<file path="src/rtl/tx_arb_pkg.sv">
// Shared types and constants for the tx_frame_arbiter slice.
// FRAME_TAG_EN (optional macro) enables the per-frame tag byte state.
package tx_arb_pkg;

  typedef enum logic [2:0] {
    ST_IDLE,
    ST_TAG,
    ST_LOAD,
    ST_HOLD,
    ST_GAP
  } arbState_t;

  localparam logic [7:0] TAG_BASE  = 8'hA0;
  localparam logic [7:0] ABORT_MAX = 8'd255;

endpackage

</file>
<file path="src/rtl/tx_frame_arbiter_rr_pick.sv">
// Combinational round-robin priority encoder: first valid requester at or
// after the pointer, wrapping modulo N_REQ.
module rr_pick
  import tx_arb_pkg::*;
#(
  parameter int N_REQ = 2
) (
  input  logic [N_REQ-1:0] valid_i,
  input  logic [2:0]       ptr_i,
  output logic [2:0]       grant_o,
  output logic             any_o
);

  logic [7:0] validPad;
  logic [3:0] cand;

  assign validPad = 8'(valid_i);

  // Scan from the farthest offset down so the nearest valid requester wins.
  always_comb begin
    grant_o = '0;
    any_o   = 1'b0;
    cand    = '0;
    for (int k = N_REQ - 1; k >= 0; k--) begin
      cand = {1'b0, ptr_i} + 4'(k);
      if (cand >= 4'(N_REQ)) cand = cand - 4'(N_REQ);
      if (validPad[cand[2:0]]) begin
        grant_o = cand[2:0];
        any_o   = 1'b1;
      end
    end
  end

endmodule

</file>
<file path="src/rtl/tx_frame_arbiter.sv">
// Frame-level round-robin arbiter feeding a byte-serial transmitter.
// Define FRAME_TAG_EN to send an 8'hA0|grant tag byte ahead of each frame.
module tx_frame_arbiter
  import tx_arb_pkg::*;
#(
  parameter int N_REQ      = 2,
  parameter int GAP_CYCLES = 2000,
  parameter int TIMEOUT    = 4095
) (
  input  logic                 M_AXIS_Clk,
  input  logic                 M_AXIS_nRst,
  input  logic [N_REQ-1:0]     req_tvalid,
  input  logic [8*N_REQ-1:0]   req_tdata,
  input  logic [N_REQ-1:0]     req_tlast,
  output logic [N_REQ-1:0]     req_tready,
  input  logic                 tx_done,
  output logic [7:0]           tx_data,
  output logic                 send_sig,
  output logic [2:0]           grant_id,
  output logic                 busy,
  output logic [7:0]           abort_cnt
);

  localparam int TO_W  = (TIMEOUT > 1) ? $clog2(TIMEOUT + 1) : 1;
  localparam int GAP_W = (GAP_CYCLES > 1) ? $clog2(GAP_CYCLES) : 1;

  arbState_t        state_q, state_d;
  logic [2:0]       grant_q, grant_d;
  logic [2:0]       ptr_q, ptr_d;
  logic             busy_q, busy_d;
  logic             sendSig_q, sendSig_d;
  logic             lastR_q, lastR_d;
  logic [7:0]       txData_q, txData_d;
  logic [7:0]       abortCnt_q, abortCnt_d;
  logic [TO_W-1:0]  toCnt_q, toCnt_d;
  logic [GAP_W-1:0] gapCnt_q, gapCnt_d;

  logic [2:0]       pickIdx;
  logic             pickAny;
  logic [7:0]       validPad;
  logic [7:0]       lastPad;
  logic [63:0]      dataPad;
  logic             transfer;
  logic [2:0]       ptrNext;
  logic [TO_W-1:0]  toNext;
  logic             gapDone;

  rr_pick #(.N_REQ(N_REQ)) u_pick (
    .valid_i (req_tvalid),
    .ptr_i   (ptr_q),
    .grant_o (pickIdx),
    .any_o   (pickAny)
  );

  assign validPad = 8'(req_tvalid);
  assign lastPad  = 8'(req_tlast);
  assign dataPad  = 64'(req_tdata);
  assign transfer = (state_q == ST_LOAD) && tx_done && validPad[grant_q];
  assign ptrNext  = (grant_q == 3'(N_REQ - 1)) ? 3'd0 : grant_q + 3'd1;
  assign toNext   = toCnt_q + TO_W'(1);
  assign gapDone  = (GAP_CYCLES <= 1) ? 1'b1 : (gapCnt_q == GAP_W'(GAP_CYCLES - 1));

  // The accept strobe is only ever the single granted bit, on the transfer cycle.
  assign req_tready = transfer ? N_REQ'(8'b1 << grant_q) : '0;

  assign tx_data   = txData_q;
  assign send_sig  = sendSig_q;
  assign grant_id  = grant_q;
  assign busy      = busy_q;
  assign abort_cnt = abortCnt_q;

  always_ff @(posedge M_AXIS_Clk or negedge M_AXIS_nRst) begin
    if (!M_AXIS_nRst) begin
      state_q    <= ST_IDLE;
      grant_q    <= '0;
      ptr_q      <= '0;
      busy_q     <= 1'b0;
      sendSig_q  <= 1'b0;
      lastR_q    <= 1'b0;
      txData_q   <= '0;
      abortCnt_q <= '0;
      toCnt_q    <= '0;
      gapCnt_q   <= '0;
    end else begin
      state_q    <= state_d;
      grant_q    <= grant_d;
      ptr_q      <= ptr_d;
      busy_q     <= busy_d;
      sendSig_q  <= sendSig_d;
      lastR_q    <= lastR_d;
      txData_q   <= txData_d;
      abortCnt_q <= abortCnt_d;
      toCnt_q    <= toCnt_d;
      gapCnt_q   <= gapCnt_d;
    end
  end

  always_comb begin
    state_d    = state_q;
    grant_d    = grant_q;
    ptr_d      = ptr_q;
    busy_d     = busy_q;
    sendSig_d  = sendSig_q;
    lastR_d    = lastR_q;
    txData_d   = txData_q;
    abortCnt_d = abortCnt_q;
    toCnt_d    = toCnt_q;
    gapCnt_d   = gapCnt_q;

    case (state_q)
      ST_IDLE: begin
        if (pickAny) begin
          grant_d = pickIdx;
          busy_d  = 1'b1;
          toCnt_d = '0;
`ifdef FRAME_TAG_EN
          state_d = ST_TAG;
`else
          state_d = ST_LOAD;
`endif
        end
      end
`ifdef FRAME_TAG_EN
      ST_TAG: begin
        if (tx_done) begin
          txData_d  = TAG_BASE | {5'd0, grant_q};
          sendSig_d = 1'b1;
          lastR_d   = 1'b0;
          state_d   = ST_HOLD;
        end
      end
`endif
      ST_LOAD: begin
        if (transfer) begin
          txData_d  = dataPad[{grant_q, 3'b000} +: 8];
          sendSig_d = 1'b1;
          lastR_d   = lastPad[grant_q];
          toCnt_d   = '0;
          state_d   = ST_HOLD;
        end else if (toNext == TO_W'(TIMEOUT)) begin
          // Abandon the stalled frame; advancing the pointer keeps others from starving.
          abortCnt_d = (abortCnt_q == ABORT_MAX) ? abortCnt_q : abortCnt_q + 8'd1;
          toCnt_d    = '0;
          ptr_d      = ptrNext;
          gapCnt_d   = '0;
          state_d    = ST_GAP;
        end else begin
          toCnt_d = toNext;
        end
      end
      ST_HOLD: begin
        sendSig_d = 1'b0;
        if (lastR_q) begin
          ptr_d    = ptrNext;
          gapCnt_d = '0;
          state_d  = ST_GAP;
        end else begin
          state_d = ST_LOAD;
        end
      end
      ST_GAP: begin
        if (gapDone) begin
          busy_d   = 1'b0;
          gapCnt_d = '0;
          state_d  = ST_IDLE;
        end else begin
          gapCnt_d = gapCnt_q + GAP_W'(1);
        end
      end
      default: state_d = ST_IDLE;
    endcase
  end

endmodule

</file>
<file path="config.mk">
export PLATFORM = sky130hd
export DESIGN_NAME = tx_frame_arbiter
export DESIGN_NICKNAME = d
export VERILOG_FILES = /design/src/rtl/tx_arb_pkg.sv /design/src/rtl/tx_frame_arbiter_rr_pick.sv /design/src/rtl/tx_frame_arbiter.sv
export SDC_FILE = /design/constraint.sdc
export NUM_CORES = 1
export LEC_CHECK = 0
export CAP_MARGIN = 20
export CORE_ASPECT_RATIO = 1.5
export CORE_MARGIN = 2
export CORE_UTILIZATION = 30
export CTS_BUF_LIST = sky130_fd_sc_hd__clkbuf_4 sky130_fd_sc_hd__clkbuf_8
export CTS_CLUSTER_DIAMETER = 30
export DETAILED_ROUTE_END_ITERATION = 8
export PLACE_DENSITY = 0.56
export REMOVE_ABC_BUFFERS = 1
export SETUP_SLACK_MARGIN = 0.4
export SLEW_MARGIN = 0
export SYNTH_ARGS = -nofsm -noshare
export SYNTH_HDL_FRONTEND = slang
export SYNTH_SLANG_ARGS = --single-unit
export TNS_END_PERCENT = 1
</file>
<file path="constraint.sdc">
create_clock -name M_AXIS_Clk -period 7.4 [get_ports M_AXIS_Clk]
set_input_delay 1.48 -clock M_AXIS_Clk [delete_from_list [all_inputs] [get_ports M_AXIS_Clk]]
set_output_delay 1.48 -clock M_AXIS_Clk [all_outputs]
set_load 0.05 [all_outputs]
</file>
-- Word-level counts from Yosys, hierarchy flattened
Cells that the tools add are included.
- bits in registers: 51
- bits of input ports: 23
- word-level logic and storage cells: 96
- $add $sub $neg: 7
- $lt $le $gt $ge: 5
- equality and inequality tests: 14
- shifts and indexed selects: 2
- mux-type cells: 40
- bitwise gates (word level): 2
- reduce and logical (&&, ||, !) cells: 16
- operator list (kind ; number):
    64-bit by 7-bit indexed part select with 8-bit output ; 1
    11-bit 2-to-1 mux ; 4
    3-bit 2-to-1 mux ; 13
    12-bit 2-to-1 mux ; 3
    11-bit case mux with 3 select lines ; 1
    12-bit case mux with 2 select lines ; 1
    12-bit by 1-bit adder with 12-bit output (second input constant) ; 1
    1-bit binary-select mux with 3-bit select ; 4
    12-bit == test (second input constant) ; 1
    3-bit by 4-bit less-than comparator with 1-bit output (second input constant) ; 3
    3-bit case mux with 4 select lines ; 1
    4-bit AND reduction ; 3
    11-bit by 1-bit adder with 11-bit output (second input constant) ; 1
    11-bit == test (second input constant) ; 1
    2-bit != test (second input constant) ; 5
    1-bit 2-to-1 mux ; 9
    8-bit by 1-bit adder with 8-bit output (second input constant) ; 1
    8-bit == test (second input constant) ; 1
    2-bit AND reduction ; 4
    3-bit by 2-bit == test with 1-bit output (second input constant) ; 2
    3-bit case mux with 2 select lines ; 1
    3-bit AND reduction ; 2
    2-bit nonzero test ; 3
    3-bit by 2-bit subtractor with 3-bit output (second input constant) ; 2
    15 further kinds ; 18

-- Depth between registers and ports, before layout
- depth after elaboration: 9
- depth in mapped cells: 10

-- By module
From an unflattened synthesis, not the netlist that was laid out.
- cells, all modules: 313
- area, all modules: 2861.5 um^2
- modules (own cells, without submodules) (module ; times used ; cells each ; area each (um^2) ; seq. area each (um^2)):
    tx_frame_arbiter ; 1 ; 292 ; 2728.9 ; 1276.2
    rr_pick ; 1 ; 21 ; 132.6 ; 0.0

-- Least setup slack after synthesis
No wires, ideal clock.
- path type: input-to-output
- start: input req_tvalid[1]
- end: output req_tready[0]
- arrival: 2.909 ns
- data required time: 5.920 ns
- slack: 3.011 ns
- stages: 5
- cells stage by stage: mux2i_1 > nor4b_1 > nand2_1 > clkbuf_1 > nor2_1
- cells in the longest elaborated chain, start to end: 4
- ends and longest elaborated chain (item ; RTL line ; RTL):
    from (decl) ; tx_frame_arbiter.sv:12 ; input logic [N_REQ-1:0] req_tvalid,
    1-bit binary-select mux with 3-bit select ; tx_frame_arbiter.sv:58 ; assign transfer = (state_q == ST_LOAD) && tx_done && validPad[grant_q];
    1-bit 2-to-1 mux (implied by the code) ; tx_frame_arbiter.sv:58 ;
    1-bit logical AND ; tx_frame_arbiter.sv:58 ;
    2-bit 2-to-1 mux ; tx_frame_arbiter.sv:64 ; assign req_tready = transfer ? N_REQ'(8'b1 << grant_q) : '0;
    to (decl) ; tx_frame_arbiter.sv:15 ; output logic [N_REQ-1:0] req_tready,
Every way passes these cells. The select of a mux whose other input is x is not followed.

-- Worst setup path in the final report
Ends and elaborated chain as after synthesis.

==> qor.json <==
{
  "result_of_the_run": {"value": "complete, no violations"},
  "peakVddDrop": {"value": 0.132, "unit": "mV"},
  "synth.ff_latch_count": {"value": 51},
  "final_net_count": {"value": 377},
  "power.net_switching": {"value": 0.000111, "unit": "W"},
  "core.rowCount": {"value": 44},
  "finClkSkew": {"value": 5.98, "unit": "ps"},
  "setup_repair_after_global_routing_missed_its_margin": {"value": "no"},
  "syn-instance-count": {"value": 306},
  "min-delay-path-class": {"value": "reg -> reg"},
  "wl_per_cell": {"value": 14.9, "unit": "um"},
  "maxSlewViolCount": {"value": 0},
  "yosysWarningCount": {"value": 0},
  "route.detailed.drc": {"value": 0},
  "grt_antenna_before_repair": {"value": 0},
  "fill_cells": {"value": 977},
  "sequentialPowerShare": {"value": 54.4, "unit": "%"},
  "setup_ws": {"value": 1780, "unit": "ps"},
  "int_pwr": {"value": 0.000401, "unit": "W"},
  "ys_types": {"value": 59},
  "place.port_buffers": {"value": 45},
  "floorplan.die.width": {"value": 84.9, "unit": "um"},
  "netlist_area": {"value": 2940, "unit": "um^2"},
  "setup.worst_path.class": {"value": "in -> out"},
  "setup_total_negative_slack": {"value": 0, "unit": "ps"},
  "fin_crit_sh": {"value": 76.0, "unit": "%"},
  "power.density": {"value": 143, "unit": "nW/um^2"},
  "cp_cell_sequence": {"value": "clkdlybuf4s50_1 > mux2i_1 > nor4b_1 > nand2_1 > nor2_1 > clkdlybuf4s50_1"},
  "holdPathEnd": {"value": "busy"},
  "timing.reg2reg.setup_slack": {"value": 4030, "unit": "ps"},
  "worst_r2r_path_depth": {"value": 7},
  "critPathTopFamily": {"value": "buffers and inverters"},
  "dpl.hpwl": {"value": 4920, "unit": "um"},
  "syn_to_final_growth": {"value": 22.1, "unit": "%"},
  "hold_buffers": {"value": 0},
  "detail-route-antenna-nets": {"value": 0},
  "syn-mean-instance-area": {"value": 9.61, "unit": "um^2"},
  "fp.dieH": {"value": 125, "unit": "um"},
  "tritoncts_clock_tree": {"value": "built"},
  "fmax": {"value": 178, "unit": "MHz"},
  "drt_iter0_drc": {"value": 208},
  "clk_transition_reported_paths": {"value": 100, "unit": "ps"},
  "vias_per_cell": {"value": 5.35},
  "timing.rr.end": {"value": "gapCnt_q[7]"},
  "worst_hold_path.num_cells": {"value": 1},
  "postCtsSetupBuffers": {"value": 0},
  "cts_buffer_depth": {"value": 2},
  "dr.pass1.iters": {"value": 4},
  "leakagePower": {"value": 1.49, "unit": "nW"},
  "post_cts.resized_instances": {"value": 0},
  "vias": {"value": 2465},
  "clock_sink_count": {"value": 51},
  "path_buf_inv": {"value": 2},
  "grt.overflow.total": {"value": 0},
  "hold_viol_final": {"value": 0},
  "floorplan.die_area": {"value": 10600, "unit": "um^2"},
  "startpoint_of_the_worst_slack_reg_to_reg_timing_path": {"value": "toCnt_q[0]"},
  "max_stage_delay": {"value": 830, "unit": "ps"},
  "synthDominantCellAreaShare": {"value": 43.4, "unit": "%"},
  "grt_util_all_layers": {"value": 13.6, "unit": "%"},
  "crit_path_max_fanout": {"value": 21},
  "grt_pass1_vias": {"value": 2368},
  "worstSetupEndpointType": {"value": "output port"},
  "yosysSeqAreaShare": {"value": 43.4, "unit": "%"},
  "synth_flop_cell": {"value": "sky130_fd_sc_hd__dfrtp_1"},
  "critical_path.startpoint_type": {"value": "primary input"},
  "ys_async_sr_fraction": {"value": 100, "unit": "%"},
  "crit_required": {"value": 5920, "unit": "ps"},
  "combinational_power_share": {"value": 4.0, "unit": "%"},
  "grt_pass1_wl": {"value": 11800, "unit": "um"},
  "grt_max_degree": {"value": 52},
  "timing.critical_path.slowest_stage_cell": {"value": "sky130_fd_sc_hd__clkdlybuf4s50_1"},
  "cts_made_buffers": {"value": 5},
  "htreeDepth": {"value": 2},
  "p_clk_share": {"value": 41.6, "unit": "%"},
  "worst_skew_pair.late_latency": {"value": 320, "unit": "ps"},
  "worst_hold_startpoint": {"value": "busy"},
  "tightestPinTransition": {"value": 998, "unit": "ps"},
  "final_layout_size_suffix_gt1_share": {"value": 5.78, "unit": "%"},
  "preCtsSetupSlack": {"value": 1790, "unit": "ps"},
  "period_needed": {"value": 5620, "unit": "ps"},
  "critPathMostFrequentCell": {"value": "sky130_fd_sc_hd__clkdlybuf4s50_1"},
  "floorplan.core_area": {"value": 9630, "unit": "um^2"},
  "synth_top_cells_by_area": {"value": "sky130_fd_sc_hd__dfrtp_1 43%, sky130_fd_sc_hd__mux2i_1 4.8%, sky130_fd_sc_hd__nand2_1 4.3%, sky130_fd_sc_hd__ha_1 3.8%, sky130_fd_sc_hd__xnor2_1 2.7%"},
  "synth_top_cell_by_area": {"value": "sky130_fd_sc_hd__dfrtp_1"},
  "design.portCount": {"value": 46},
  "routabilityCongestion": {"value": 0.828},
  "starting_density_of_the_core": {"value": 30.5, "unit": "%"},
  "ctsRootBufferMaster": {"value": "sky130_fd_sc_hd__clkbuf_8"},
  "drt-total-wl": {"value": 6860, "unit": "um"},
  "synth_enable_flop_cells": {"value": 0},
  "switching_share": {"value": 21.6, "unit": "%"},
  "timing.max_cap.violations": {"value": 0},
  "data_arrival_time_of_the_critical_path": {"value": 4140, "unit": "ps"},
  "relSlewSlack": {"value": 33.5, "unit": "%"},
  "num_antenna_cells": {"value": 0},
  "final_setup_viols": {"value": 0}
}
[how the worst max path moves through the flow]
stage | startpoint | to | slack (ps) | depth (start not counted)
CTS | req_tvalid[1] | req_tready[0] | 1750 | 6
finish | req_tvalid[1] | req_tready[0] | 1780 | 6
floorplan | req_tvalid[1] | req_tready[0] | 2850 | 4
detailed placement | req_tvalid[1] | req_tready[0] | 1790 | 6
global route | req_tvalid[1] | req_tready[0] | 1520 | 6
global placement | req_tvalid[1] | req_tready[0] | 1810 | 6
[through the flow]
| step | instances | power (W) | utilization, % | hold slack (ps) | area (um^2) |
|---|---|---|---|---|---|
| floorplan | 292 | 0.000287 | - | 441 | 2870 |
| global placement | 453 | 0.000305 | 36.0 | 459 | 3470 |
| detailed placement | 453 | 0.000305 | 36.0 | 465 | 3470 |
| CTS | 461 | 0.000520 | 37.3 | 489 | 3590 |
| global route | 461 | 0.000532 | 37.3 | 522 | 3590 |
| finish | 461 | 0.000512 | 37.3 | 484 | 3590 |
[layer usage]
layer	routed length (um)	track usage, %
met1	3000	16.8
met2	3420	22.5
met5	0	0
met4	216	6.26
met3	230	2.97
[cell usage after synthesis, drive strengths merged (2+ instances only)]
library cell / instances
xnor2: 9
or3: 4
nand4: 6
clkbuf: 9
o211a: 3
and3: 11
nand3: 14
o21a: 5
nand2b: 4
inv: 8
a211o: 4
a22o: 2
and2: 2
mux2: 3
buf: 5
o21ai: 9
nor3b: 2
nand2: 35
a21oi: 12
ha: 9
a41oi: 2
nor2b: 3
o211ai: 2
a31oi: 9
or2: 4
a21o: 7
nor3: 8
nor2: 14
nor4: 3
mux2i: 14
o31ai: 10
dfrtp: 51
xor2: 2
and4: 2
a211oi: 4
[cell usage in the layout, fill, tap and decap left out, types with 2 or more instances in the layout]
cell,instances
sky130_fd_sc_hd__o31ai_1,10
sky130_fd_sc_hd__and4_1,2
sky130_fd_sc_hd__or3_1,4
sky130_fd_sc_hd__or2_2,3
sky130_fd_sc_hd__nand2b_1,4
sky130_fd_sc_hd__mux2i_1,14
sky130_fd_sc_hd__o211a_1,3
sky130_fd_sc_hd__xnor2_1,9
sky130_fd_sc_hd__xor2_1,2
sky130_fd_sc_hd__a21o_1,7
sky130_fd_sc_hd__a31oi_1,9
sky130_fd_sc_hd__o211ai_1,2
sky130_fd_sc_hd__a22o_1,2
sky130_fd_sc_hd__nor2_1,14
sky130_fd_sc_hd__nor3_1,8
sky130_fd_sc_hd__ha_1,9
sky130_fd_sc_hd__clkbuf_8,6
sky130_fd_sc_hd__a211o_1,4
sky130_fd_sc_hd__mux2_2,2
sky130_fd_sc_hd__nand2_1,34
sky130_fd_sc_hd__a41oi_1,2
sky130_fd_sc_hd__nand4_1,6
sky130_fd_sc_hd__nor2b_1,3
sky130_fd_sc_hd__o21ai_0,9
sky130_fd_sc_hd__clkdlybuf4s50_1,44
sky130_fd_sc_hd__o21a_1,5
sky130_fd_sc_hd__nand3_1,13
sky130_fd_sc_hd__and3_1,11
sky130_fd_sc_hd__nor4_1,2
sky130_fd_sc_hd__inv_1,8
sky130_fd_sc_hd__dfrtp_1,51
sky130_fd_sc_hd__a21oi_1,12
sky130_fd_sc_hd__a211oi_1,4
sky130_fd_sc_hd__nor3b_1,2
[kinds of logic after synthesis]
group / after synthesis / share of synthesized area [%]
fa+ha+maj: 9 / 3.83
xor+xnor: 11 / 3.28
buf+inv: 22 / 3.36
flops: 51 / 43.4
compound gates: 78 / 18.8
simple gates: 118 / 21.5
mux: 17 / 5.91
[power by group through the flow]
stage          clock network (W)  registers [W]   logic (W)
2_1_floorplan                  0       0.000284  0.00000262
3_3_place_gp                   0       0.000284   0.0000211
3_5_place_dp                   0       0.000284   0.0000212
4_1_cts                 0.000220       0.000278   0.0000213
5_1_grt                 0.000231       0.000279   0.0000228
6_report                0.000213       0.000278   0.0000205
[final cells by class]
class	instances	area (um^2)	area share, %
timing repair buffer	46	453	12.6
clock buffer	6	82.6	2.30
clock inverter	2	38.8	1.08
inverter	8	30.0	0.836
tap	115	144	4.01
sequential	51	1280	35.5
multi-input combinational	233	1570	43.6
[sequential cells by signal (all words and copies together) (netlist names)]
register and count:
gapCnt_q 11, toCnt_q 12, state_q 3, send_sig 1
abort_cnt 8, busy 1, grant_id 3, lastR_q 1
ptr_q 3, tx_data 8
Power figures use the tool's default switching activity.
